===== src/rtl/gravity_timer_if.sv =====
// Drop-request handshake between the gravity timer (master) and the piece-control FSM (slave).
interface gravity_timer_if;
    logic drop_req;
    logic drop_src;
    logic drop_ack;

    modport master (
        output drop_req,
        output drop_src,
        input  drop_ack
    );

    modport slave (
        input  drop_req,
        input  drop_src,
        output drop_ack
    );
endinterface


===== src/rtl/gravity_timer.sv =====
// Turns game ticks and the soft-drop button into drop requests for the piece FSM,
// and keeps level / cleared-line bookkeeping from line-clear reports.
module gravity_timer #(
    parameter int unsigned BASE_TICKS      = 10,
    parameter int unsigned MAX_LEVEL       = 9,
    parameter int unsigned LINES_PER_LEVEL = 10,
    parameter int unsigned SOFT_CYCLES     = 5_000_000
) (
    input  logic                 clk,
    input  logic                 rst_n,
    input  logic                 tick_en,
    input  logic                 run,
    input  logic                 new_game,
    input  logic                 soft_drop,
    gravity_timer_if.master      drop,
    input  logic                 lines_valid,
    input  logic [2:0]           lines_num,
    output logic [4:0]           level,
    output logic [15:0]          lines_total,
    output logic                 level_up
);

    localparam int unsigned TW = $clog2(BASE_TICKS + 1);
    localparam int unsigned SW = $clog2(SOFT_CYCLES);
    localparam int unsigned AW = $clog2(LINES_PER_LEVEL + 4);

    typedef enum logic [1:0] {
        IDLE,
        COUNT,
        REQ
    } state_t;

    state_t        state;
    logic [TW-1:0] tick_cnt;
    logic [TW-1:0] period;
    logic [TW:0]   tick_inc;
    logic [SW-1:0] soft_cnt;
    logic          grav_fire;
    logic          soft_fire;

    logic [AW-1:0] line_acc;
    logic [AW-1:0] acc_sum;
    logic [2:0]    n_lines;
    logic [16:0]   lines_sum;

    always_comb begin
        period    = TW'(BASE_TICKS) - TW'(level);
        tick_inc  = {1'b0, tick_cnt} + {{TW{1'b0}}, 1'b1};
        grav_fire = tick_en && (tick_inc >= {1'b0, period});
        soft_fire = soft_drop && (soft_cnt == SW'(SOFT_CYCLES - 1));
    end

    always_ff @(posedge clk) begin
        if (!rst_n) begin
            state         <= IDLE;
            drop.drop_req <= 1'b0;
            drop.drop_src <= 1'b0;
            tick_cnt      <= '0;
            soft_cnt      <= '0;
        end else if (new_game) begin
            state         <= run ? COUNT : IDLE;
            drop.drop_req <= 1'b0;
            tick_cnt      <= '0;
            soft_cnt      <= '0;
        end else if (!run) begin
            state         <= IDLE;
            drop.drop_req <= 1'b0;
            tick_cnt      <= '0;
            soft_cnt      <= '0;
        end else begin
            case (state)
                IDLE: begin
                    drop.drop_req <= 1'b0;
                    tick_cnt      <= '0;
                    soft_cnt      <= '0;
                    state         <= COUNT;
                end
                COUNT: begin
                    // Gravity takes priority when both sources expire on the same edge.
                    if (grav_fire || soft_fire) begin
                        state         <= REQ;
                        drop.drop_req <= 1'b1;
                        drop.drop_src <= ~grav_fire;
                        tick_cnt      <= '0;
                        soft_cnt      <= '0;
                    end else begin
                        if (tick_en)
                            tick_cnt <= tick_inc[TW-1:0];
                        soft_cnt <= soft_drop ? soft_cnt + SW'(1) : '0;
                    end
                end
                REQ: begin
                    tick_cnt <= '0;
                    soft_cnt <= '0;
                    if (drop.drop_ack) begin
                        state         <= COUNT;
                        drop.drop_req <= 1'b0;
                    end
                end
                default: begin
                    state         <= IDLE;
                    drop.drop_req <= 1'b0;
                end
            endcase
        end
    end

    always_comb begin
        n_lines   = (lines_num > 3'd4) ? 3'd4 : lines_num;
        lines_sum = {1'b0, lines_total} + {14'd0, n_lines};
        acc_sum   = line_acc + AW'(n_lines);
    end

    always_ff @(posedge clk) begin
        if (!rst_n || new_game) begin
            level       <= '0;
            lines_total <= '0;
            line_acc    <= '0;
            level_up    <= 1'b0;
        end else begin
            level_up <= 1'b0;
            if (lines_valid) begin
                lines_total <= lines_sum[16] ? 16'hFFFF : lines_sum[15:0];
                // Accumulator keeps wrapping at max level so the line count stays consistent.
                if (acc_sum >= AW'(LINES_PER_LEVEL)) begin
                    line_acc <= acc_sum - AW'(LINES_PER_LEVEL);
                    if (level < 5'(MAX_LEVEL)) begin
                        level    <= level + 5'd1;
                        level_up <= 1'b1;
                    end
                end else begin
                    line_acc <= acc_sum;
                end
            end
        end
    end

endmodule


===== src/flat_wrapper.sv =====
// flat-port wrapper written by rule: the top's interface ports become plain ports
module gravity_timer_flat 
#(
    parameter int unsigned BASE_TICKS      = 10,
    parameter int unsigned MAX_LEVEL       = 9,
    parameter int unsigned LINES_PER_LEVEL = 10,
    parameter int unsigned SOFT_CYCLES     = 5_000_000
)
  (clk, rst_n, tick_en, run, new_game, soft_drop, lines_valid, lines_num, level, lines_total, level_up, drop_drop_req, drop_drop_src, drop_drop_ack);
  gravity_timer_if drop_i ();
  input  logic clk;
  input  logic rst_n;
  input  logic tick_en;
  input  logic run;
  input  logic new_game;
  input  logic soft_drop;
  input  logic lines_valid;
  input  logic [2:0] lines_num;
  output logic [4:0] level;
  output logic [15:0] lines_total;
  output logic level_up;
  output wire logic [$bits(drop_i.drop_req)-1:0] drop_drop_req;
  output wire logic [$bits(drop_i.drop_src)-1:0] drop_drop_src;
  input wire logic [$bits(drop_i.drop_ack)-1:0] drop_drop_ack;
  assign drop_drop_req = drop_i.drop_req;
  assign drop_drop_src = drop_i.drop_src;
  assign drop_i.drop_ack = drop_drop_ack;
  gravity_timer #(.BASE_TICKS(BASE_TICKS), .MAX_LEVEL(MAX_LEVEL), .LINES_PER_LEVEL(LINES_PER_LEVEL), .SOFT_CYCLES(SOFT_CYCLES)) u_core (.clk(clk), .rst_n(rst_n), .tick_en(tick_en), .run(run), .new_game(new_game), .soft_drop(soft_drop), .drop(drop_i), .lines_valid(lines_valid), .lines_num(lines_num), .level(level), .lines_total(lines_total), .level_up(level_up));
endmodule

===== config.mk =====
export PLATFORM = sky130hd
export DESIGN_NAME = gravity_timer_flat
export DESIGN_NICKNAME = d
export VERILOG_FILES = /design/src/rtl/gravity_timer_if.sv /design/src/rtl/gravity_timer.sv /design/src/flat_wrapper.sv
export SDC_FILE = /design/constraint.sdc
export NUM_CORES = 1
export LEC_CHECK = 0
export ABC_CLOCK_PERIOD_IN_PS = 4400
export CAP_MARGIN = 20
export CORE_AREA = 2 2 97 99
export DETAILED_ROUTE_END_ITERATION = 6
export DIE_AREA = 0 0 99 101
export PLACE_DENSITY = 0.62
export RECOVER_POWER = 50
export SYNTH_ARGS = -nofsm -noshare
export SYNTH_HDL_FRONTEND = slang
export SYNTH_SLANG_ARGS = --single-unit

===== constraint.sdc =====
create_clock -name clk -period 4.4 [get_ports clk]
set_input_delay 0.44 -clock clk [delete_from_list [all_inputs] [get_ports clk]]
set_output_delay 0.44 -clock clk [all_outputs]
set_load 0.02 [all_outputs]

==> run_results.csv <==
group,metric,value,unit
floorplanning,core-area,8980,um2
synthesis,synthArstFlopShare,0,%
synthesis,ys_types,48,
synthesis,ys_warn_count,0,
clock_tree,cts_root_buf,"clkbuf_8",
clock_tree,clock-sinks,57,
synthesis,synth_fa_ha_area_share,6.96,%
synthesis,syn_avg_cell_area,8.11,um2
sta,setup_viol,0,
min_path,hold_class,"reg2reg",
synthesis,netlist_area,3090,um2
setup_path,cp.depth,7,
synthesis,synth-simple-area-share,28.3,%
setup_path,worstSetupPathType,"reg2reg",
sta,finalCritPeriodShare,78.9,%
placed_design,dp_cells,513,
setup_path,path_buf_inv,0,
power_and_ir_drop,peakVddDrop,0.000133,V
detailed_routing,vias_per_cell,5.25,
global_routing,grt_pass1_wl,12.2,mm
setup_path,reg2reg_slack,0.93,ns
synthesis,synth-xor-area-share,4.53,%
global_routing,grt_max_degree,20,
layout,final.fill_count,877,
setup_path,crit_path_start,"u_core.soft_cnt[0]",
clock_tree,cts-buffers-inserted,9,
global_routing,grt_pass1_vias,2613,
synthesis,synth_compound_area_share,17.8,%
synthesis,syn_inst,381,
synthesis,synth_top_family_by_area,"simple AND/OR/NAND/NOR gates",
setup_path,cpMostUsedCell,"or4_1",
floorplanning,row_count,35,
clock_tree,cts.hold.buffers_added,0,
layout,drive_gt1_share,5.26,%
sta,fin_crit,3.47,ns
synthesis,synth_seq_cells,57,
status,status,"finished, final reports clean",
setup_path,r2r-start,"u_core.soft_cnt[0]",
global_routing,antenna_found_initial,0,
clock_tree,cts_resized,0,
floorplanning,die_area,10000,um2
sta,slew-limit-headroom,6.17,%
setup_path,rr_worst_depth,7,
setup_path,worst_path_dominant_cell_family,"simple AND/OR/NAND/NOR gates",
detailed_routing,firstDrtPassIters,4,
setup_path,crit_slowest_cell,"nor4_1",
setup_path,required,4.64,ns
synthesis,synth.area.mux_share,1.62,%
setup_path,cpPeakStageDelay,1.07,ns
setup_path,r2r_end,"u_core.soft_cnt[7]",
setup_path,crit_fanout,17,
detailed_routing,dr.first_iter.drc_count,138,
setup_path,critPathArrivalTime,3.71,ns
global_routing,grt-ovfl-total,0,
run,maxCapViolCount,0,
floorplanning,start_util,34.4,%
clock_tree,clockBufferDepth,2,
floorplanning,fp.dieW,99,um
setup_path,endpoint_kind,"flip-flop",
power_and_ir_drop,power_density,304,nW/um2
placed_design,routabilityCongestion,0.816,
floorplanning,die_h,101,um
sta,hold_viol,0,
layout,stdcell_count,529,
layout,n_antenna_cell,0,
placed_design,hpwlAfterDp,5.12,mm
setup_path,startpoint_type,"flip-flop",
detailed_routing,route.final.wire_length,7.06,mm
sta,fin_skew,0.0122,ns
layout,final_nets,440,
detailed_routing,vias,2779,
clock_tree,htreeDepth,3,
floorplanning,io_pins,35,
power_and_ir_drop,p_leak,1.42,nW
clock_tree,cts_tree,"done",
detailed_routing,drc,0,
sta,setup_tns,0,ns
sta,worstMarginPinSlew,1.39,ns
sta,rsz0062_at_grt,"false",
synthesis,synth_edf_count,0,
detailed_routing,wl_per_cell,13.3,um
sta,timing.fmax,288,MHz
detailed_routing,ant_nets,0,
synthesis,synth_flop_cell,"dfxtp_1",
clock_tree,clock_latency,0.35,ns
clock_tree,cts_setup_buffers,0,
layout,areaGrowthSynthToFinish,19.7,%
global_routing,globalRouteTotalUtil,15.1,%
synthesis,synthesis.nets,408,
clock_tree,clk_pin_slew,0.07,ns
setup_path,path_cells,"ha_1 -> nand3_2 -> or4_1 -> nor4_1 -> or4_1 -> o21ai_0 -> a21o_1",
synthesis,seq_area_frac_synth,36.9,%
setup_path,endpoint,"u_core.soft_cnt[7]",
sta,slew_viol_final,0,
placed_design,io_buffers,34,
layout,fin_util,41.2,%
==> synth_stat cells (all sizes together), types with 7 or more instances <==
cell type / n / area, um2
a21o: 9 / 67.6
a21oi: 28 / 140
a31oi: 10 / 62.6
clkbuf: 11 / 41.3
dfxtp: 57 / 1140
ha: 14 / 175
inv: 11 / 41.3
nand2: 48 / 180
nand3: 22 / 115
nand4: 8 / 50.1
nor2: 37 / 139
nor3: 9 / 45.0
nor4: 8 / 65.1
o21ai: 23 / 115
xnor2: 9 / 78.8
xor2: 7 / 61.3
==> power by group <==
group	leakage, nW	switching, mW	internal [mW]
Combinational	0.857	0.0337	0.0254
Clock	0.0991	0.223	0.320
Sequential	0.460	0.00387	0.519
Total	1.42	0.261	0.865
==> per-stage QoR <==
stage / power [mW] / hold slack (ns) / area [um2] / setup slack [ns]
6_report: 1.13 / 0.489 / 3700 / 0.928
5_1_grt: 1.18 / 0.525 / 3700 / 0.681
4_1_cts: 1.14 / 0.493 / 3720 / 1.48
3_5_place_dp: 0.595 / 0.483 / 3500 / 1.19
3_3_place_gp: 0.594 / 0.470 / 3500 / 1.24
2_1_floorplan: 0.572 / 0.459 / 3090 / 1.77
==> tightest hold or removal path, stage by stage (launching register included) <==
cell	delay [ns]
dfxtp_1	0.32
nand2b_1	0.06
a21oi_1	0.06
==> worst min path at each step <==
| stage | slack (ns) | endpoint | start | cells past startpoint |
|---|---|---|---|---|
| 3_5_place_dp | 0.48 | u_core.line_acc[3] | u_core.line_acc[3] | 2 |
| 2_1_floorplan | 0.46 | u_core.line_acc[3] | u_core.line_acc[3] | 2 |
| 6_report | 0.49 | u_core.line_acc[3] | u_core.line_acc[3] | 2 |
| 4_1_cts | 0.49 | u_core.line_acc[3] | u_core.line_acc[3] | 2 |
| 5_1_grt | 0.53 | u_core.level[4] | u_core.level[4] | 1 |
| 3_3_place_gp | 0.47 | u_core.line_acc[3] | u_core.line_acc[3] | 2 |
==> per-layer routing <==
metal / GRT usage [%] / share of wire (%) / wire, um
met4: 6.95 / 1.7 / 119
met1: 20.1 / 49 / 3480
met3: 3.33 / 3.8 / 265
met5: 0 / 0 / 0
met2: 23.2 / 45 / 3200
==> kinds of logic (layout without fill, tap and decap cells) <==
| family | after synthesis | after routing |
|---|---|---|
| XOR/XNOR | 16 | 16 |
| flip-flops | 57 | 57 |
| buffers and inverters | 25 | 62 |
| multiplexers | 5 | 5 |
| AO/OA/AOI/OAI | 90 | 90 |
| AND/OR/NAND/NOR | 172 | 172 |
| adder cells (fa/ha/maj) | 16 | 16 |
==> placed cells by master (no fill, tap or decap), types with 10 or more instances in the layout <==
cell	instances
o21ai_0	20
ha_1	14
nand3_1	21
nor2_1	37
a31oi_1	10
dfxtp_1	57
inv_1	11
dlygate4sd3_1	26
a21oi_1	28
nand2_1	48
==> final cells by class <==
cell class / instances / area (um2) / share of cell area (%)
clock buffer: 10 / 128 / 3.45
clock inverter: 6 / 91.3 / 2.47
inverter: 11 / 41.3 / 1.12
multi-input combinational: 299 / 1810 / 49.0
sequential: 57 / 1140 / 30.8
tap: 111 / 139 / 3.75
timing repair buffer: 35 / 348 / 9.40
==> registers in the layout, indices dropped and copies added, names as in the netlist, 2 cells and up <==
register,count
u_core.soft_cnt,23
u_core.lines_total,16
u_core.level,5
u_core.line_acc,4
u_core.tick_cnt,4
u_core.state,2
Power figures use the tool's default switching activity.
